--- src/rtl/pmem_line_responder.sv ---
`default_nettype none
// ============================================================================
// Module   : pmem_line_responder
// Purpose  : Line-granular physical-memory responder for the cache pmem
//            interface. Serves one 128-bit line read or write at a time.
//            Each access completes after a programmable number of BUSY edges
//            and is followed by a single-cycle pmem_resp pulse.
// Ports    : clk          - single clock; all state changes on the rising edge
//            reset_n      - asynchronous active-low reset
//            pmem_read    - line read request, held until pmem_resp
//            pmem_write   - line write request, held until pmem_resp
//            pmem_address - byte address; only the line index bits are used
//            pmem_wdata   - write line data
//            pmem_rdata   - read line data, valid in the pmem_resp cycle
//            pmem_resp    - one-cycle completion pulse
//            proto_err    - sticky protocol-violation flag
// Revision : 1.0 - initial release
// ============================================================================
module pmem_line_responder #(
    parameter int LATENCY = 4,
    parameter int IDX_W   = 4
) (
    input  logic         clk,
    input  logic         reset_n,
    input  logic         pmem_read,
    input  logic         pmem_write,
    input  logic [15:0]  pmem_address,
    input  logic [127:0] pmem_wdata,
    output logic [127:0] pmem_rdata,
    output logic         pmem_resp,
    output logic         proto_err
);

    localparam int         c_lines  = 2 ** IDX_W;
    localparam logic [7:0] c_cnt_init = 8'(LATENCY - 1);

    // Build-time range check on the latency parameter.
    generate
        if ((LATENCY < 1) || (LATENCY > 255)) begin : g_latency_check
            $error("pmem_line_responder: LATENCY must be in 1..255");
        end
    endgenerate

    typedef enum logic [1:0] {
        S_IDLE = 2'd0,
        S_BUSY = 2'd1,
        S_RESP = 2'd2
    } state_t;

    state_t             r_state;
    logic [7:0]         r_cnt;
    logic               r_op_write;
    logic [IDX_W-1:0]   r_idx;
    logic [127:0]       r_wdata;
    logic [127:0]       r_rdata;
    logic               r_resp;
    logic               r_proto_err;
    logic [127:0]       r_store [c_lines];

    logic [IDX_W-1:0]   w_idx;
    logic               w_unused_addr;

    // Upper address bits alias; the low nibble selects a byte within the line.
    assign w_idx         = pmem_address[4+IDX_W-1:4];
    assign w_unused_addr = ^pmem_address;

    always_ff @(posedge clk or negedge reset_n) begin
        if (!reset_n) begin
            r_state     <= S_IDLE;
            r_cnt       <= 8'd0;
            r_op_write  <= 1'b0;
            r_idx       <= '0;
            r_wdata     <= '0;
            r_rdata     <= '0;
            r_resp      <= 1'b0;
            r_proto_err <= 1'b0;
            for (int i = 0; i < c_lines; i++) begin
                r_store[i] <= '0;
            end
        end else begin
            case (r_state)
                S_IDLE: begin
                    r_resp <= 1'b0;
                    if (pmem_read || pmem_write) begin
                        // Read wins a simultaneous request; the write is lost
                        // and the collision is flagged.
                        r_op_write <= pmem_write && !pmem_read;
                        r_idx      <= w_idx;
                        r_wdata    <= pmem_wdata;
                        r_cnt      <= c_cnt_init;
                        r_state    <= S_BUSY;
                        if (pmem_read && pmem_write) begin
                            r_proto_err <= 1'b1;
                        end
                    end
                end
                S_BUSY: begin
                    if (r_cnt != 8'd0) begin
                        r_cnt <= r_cnt - 8'd1;
                    end else begin
                        if (r_op_write) begin
                            r_store[r_idx] <= r_wdata;
                        end else begin
                            r_rdata <= r_store[r_idx];
                        end
                        r_resp  <= 1'b1;
                        r_state <= S_RESP;
                    end
                end
                S_RESP: begin
                    r_resp  <= 1'b0;
                    r_state <= S_IDLE;
                    // The requester must still hold its request while the
                    // response is visible.
                    if (!pmem_read && !pmem_write) begin
                        r_proto_err <= 1'b1;
                    end
                end
                default: begin
                    r_resp  <= 1'b0;
                    r_state <= S_IDLE;
                end
            endcase
        end
    end

    assign pmem_rdata = r_rdata;
    assign pmem_resp  = r_resp;
    assign proto_err  = r_proto_err;

endmodule
`default_nettype wire
--- config.mk ---
export PLATFORM = sky130hd
export DESIGN_NAME = pmem_line_responder
export DESIGN_NICKNAME = d
export VERILOG_FILES = /design/src/rtl/pmem_line_responder.sv
export SDC_FILE = /design/constraint.sdc
export NUM_CORES = 2
export LEC_CHECK = 0
export ABC_AREA = 0
export CELL_PAD_IN_SITES_DETAIL_PLACEMENT = 1
export CELL_PAD_IN_SITES_GLOBAL_PLACEMENT = 1
export CORE_MARGIN = 5
export CORE_UTILIZATION = 47
export DETAILED_ROUTE_END_ITERATION = 7
export GPL_ROUTABILITY_DRIVEN = 0
export PLACE_DENSITY = 0.78
export SYNTH_ARGS = -nofsm -noshare
export SYNTH_HDL_FRONTEND = slang
export SYNTH_SLANG_ARGS = --single-unit
--- constraint.sdc ---
create_clock -name clk -period 6.2 [get_ports clk]
set_clock_uncertainty 0.2 [all_clocks]
set_input_delay 0.93 -clock clk [delete_from_list [all_inputs] [get_ports clk]]
set_output_delay 0.93 -clock clk [all_outputs]
set_load 0.01 [all_outputs]
==> impl_metrics.csv <==
group,metric,value,unit
status,status,"finished, final reports clean",
floorplan,rows,171,
clocking,cts_max_level,4,
routing,routed-via-count,56600,
routing,first_iter_violations,3568,
worst_setup_path,reg2reg_setup_slack,2.19,ns
timing,maxSlewViolCount,0,
routing,dr.pass1.iters,5,
routing,route.detailed.drc,0,
timing,hold_viol_final,0,
power,p_total,51.7,mW
clocking,insertion_delay,0.87,ns
power,vdd_drop_max,0.365,mV
worst_setup_path,timing_worst_setup_path_type,"reg2reg",
synth,synth.top_cell.area_share,56.9,%
floorplan,die_x,476,um
clocking,cts_buffer_depth,3,
worst_setup_path,reg2reg_depth,7,
clocking,cts_root_buf,"clkbuf_16",
global_route,overflow,0,
clocking,cts.sinks,2321,
clocking,cts_buffers,239,
synth,yosys.area.top_type,"dfrtp_1",
timing,relSlewSlack,18.5,%
routing,drt.antenna.violating_nets,0,
floorplan,io_pins,278,
worst_setup_path,rr_startpoint,"r_cnt[0]$_DFFE_PN0P_",
routing,wl_per_cell,28.8,um
synth,synth_ff_type,"dfrtp_1",
routing,wirelength,271,mm
floorplan,initial_core_util,47.1,%
worst_setup_path,cp-startpoint,"r_cnt[0]$_DFFE_PN0P_",
global_route,grt_pass1_vias,64800,
synth,synth_edf_count,0,
timing,setup_viol,0,
clocking,clk_pin_slew,0.06,ns
synth,syn_avg_cell_area,16.2,um2
timing,fin_crit,4.01,ns
synth,synthDistinctLibCells,44,
synth,async_reset_ff_share,100,%
synth,yosysSeqAreaShare,56.9,%
global_route,antenna_found_initial,12,
min_path,hold_path.startpoint,"r_store[1172]$_DFFE_PN0P_",
timing,fin_hold_ws,0.300,ns
synth,syn-num-nets,6436,
job,maxCapViolations,0,
clocking,cts_tree,"built",
global_route,grt_max_degree,177,
floorplan,core_area,217000,um2
synth,synth_cells,6287,
final_layout,final_core_util,53.3,%
global_route,grt_pass1_wl,418,mm
clocking,cts_setup_buffers,0,
final_layout,drive_gt1_share,50.1,%
min_path,hp-class,"reg2reg",
worst_setup_path,reg2reg_to,"r_store[494]$_DFFE_PN0P_",
worst_setup_path,arrival,4.54,ns
synth,ys_ff_latch,2321,
timing,grt_setup_unrepaired,"no",
worst_setup_path,critPathCaptureType,"flop",
synth,syn_area,102000,um2
power,p_leak,55.1,nW
power,powerDensity,448,nW/um2
synth,ys_warn_count,0,
floorplan,die_height,476,um
place,port_buffers,265,
final_layout,final_nets,6474,
worst_setup_path,cp_data_required_time,6.73,ns
timing,fin_tns_setup,0,ns
global_route,gr-usage-all-layers,24.2,%
timing,worst_slew_pin_slew,1.22,ns
final_layout,layout_commonest_cell,"dfrtp_1",
floorplan,die_area,227000,um2
timing,period_share,64.7,%
timing,max_freq,249,MHz
final_layout,mostFrequentLayoutCells,"dfrtp_1 (2,317), mux2_2 (2,044), mux4_2 (464)",
final_layout,syn_to_final_growth,13.1,%
routing,via_per_inst,6.03,
synth,synth_area_leaders,"dfrtp_1 (57%), mux2_2 (23%), mux4_2 (10%)",
place,hpwl,142,mm
worst_setup_path,worstPathMaxFanout,43,
worst_setup_path,endpoint,"r_store[494]$_DFFE_PN0P_",
worst_setup_path,crit_path_start_kind,"flop",
sequential cells by signal, summed over array words and instances, names as in the netlist:
register	flops
pmem_rdata	128
pmem_resp	1
proto_err	1
r_cnt	8
r_idx	4
r_op_write	1
r_state	2
r_store	2048
r_wdata	128
where the power goes:
group | internal [mW] | switching, mW
registers | 19.1 | 4.38
logic | 7.30 | 6.03
clock network | 8.82 | 6.13
total | 35.2 | 16.5
routing by layer:
metal / track usage (%) / share of wire [%] / up-vias
li1: - / - / 23500
met2: 40.6 / 50 / 1127
met1: 32.6 / 43 / 31600
met3: 3.57 / 3.9 / 447
met4: 7.81 / 3.3 / 8
met5: 0 / 0.021 / -
through the flow:
| step | instances | worst slack (ns) | area [um2] |
|---|---|---|---|
| global route | 9388 | 2.05 | 115000 |
| detailed placement | 8937 | 2.28 | 107000 |
| CTS | 9387 | 2.20 | 115000 |
| global placement | 8937 | 2.31 | 107000 |
| finish | 9392 | 2.19 | 115000 |
| floorplan | 6287 | 3.70 | 102000 |
repair_timing:
item,in CTS,in global routing
gates resized for setup,0,0
setup endpoints to repair,0,0
hold endpoints to repair,98,0
hold buffers,1,0
critical path, stage by stage (launching register included):
cell	delay (ns)
dfrtp_1	0.41
inv_1	0.07
ha_1	0.19
nor4b_4	0.62
nand4_1	0.45
or4_4	0.83
buf_4	0.56
mux2_4	0.46
synth_stat cells (2+ instances only):
| cell type | number |
|---|---|
| nand3b_1 | 3 |
| mux2_4 | 240 |
| and2_0 | 16 |
| mux4_2 | 464 |
| a21oi_1 | 135 |
| nand2b_1 | 3 |
| clkbuf_1 | 280 |
| nand2_1 | 4 |
| and2_1 | 7 |
| a2111oi_0 | 24 |
| buf_6 | 28 |
| buf_4 | 2 |
| nand4b_1 | 3 |
| o22ai_1 | 255 |
| or3_1 | 2 |
| nand3_1 | 4 |
| nor2b_1 | 3 |
| buf_2 | 245 |
| xnor2_1 | 2 |
| inv_1 | 2 |
| a31oi_1 | 2 |
| nor2_1 | 47 |
| xor2_1 | 2 |
| nand4_1 | 6 |
| nor4_1 | 2 |
| nor3b_1 | 2 |
| mux2_2 | 2044 |
| nor3_1 | 5 |
| or2_2 | 2 |
| buf_1 | 22 |
| or4_4 | 2 |
| dfrtp_1 | 2321 |
| mux2i_1 | 96 |
| nor4b_1 | 2 |
cell families (layout without fill, tap and decap cells):
kind of cell,Yosys count,in the layout,synth area share [%]
AOI/OAI and AO/OA,420,420,2.47
xor gates and xnor gates,4,4,0.0343
adders and majority gates,1,1,0.0123
buffers and inverters,579,825,2.64
DFF,2321,2321,56.9
muxes,2844,2844,37.3
other,0,5,0
and+or+nand+nor,118,118,0.643
area by class of cell:
cell class / instances / area, um2
clock buffer: 373 / 7230
sequential: 2321 / 58100
clock inverter: 76 / 1020
multi-input combinational: 3387 / 41400
inverter: 2 / 7.51
antenna: 5 / 12.5
timing repair buffer: 374 / 4050
tap: 2854 / 3570
fill: 19700 / 101000
worst min path at each step:
stage               slack, ns                   endpoint  cells after the start
CTS                      0.30   r_store[663]$_DFFE_PN0P_                      1
floorplan                0.27       r_cnt[0]$_DFFE_PN0P_                      1
finish                   0.30  r_store[1172]$_DFFE_PN0P_                      1
global route             0.31   r_store[628]$_DFFE_PN0P_                      1
global placement         0.28   r_store[388]$_DFFE_PN0P_                      1
detailed placement       0.29  r_store[1424]$_DFFE_PN0P_                      1
Note: power is estimated with default switching activity, not from simulation.
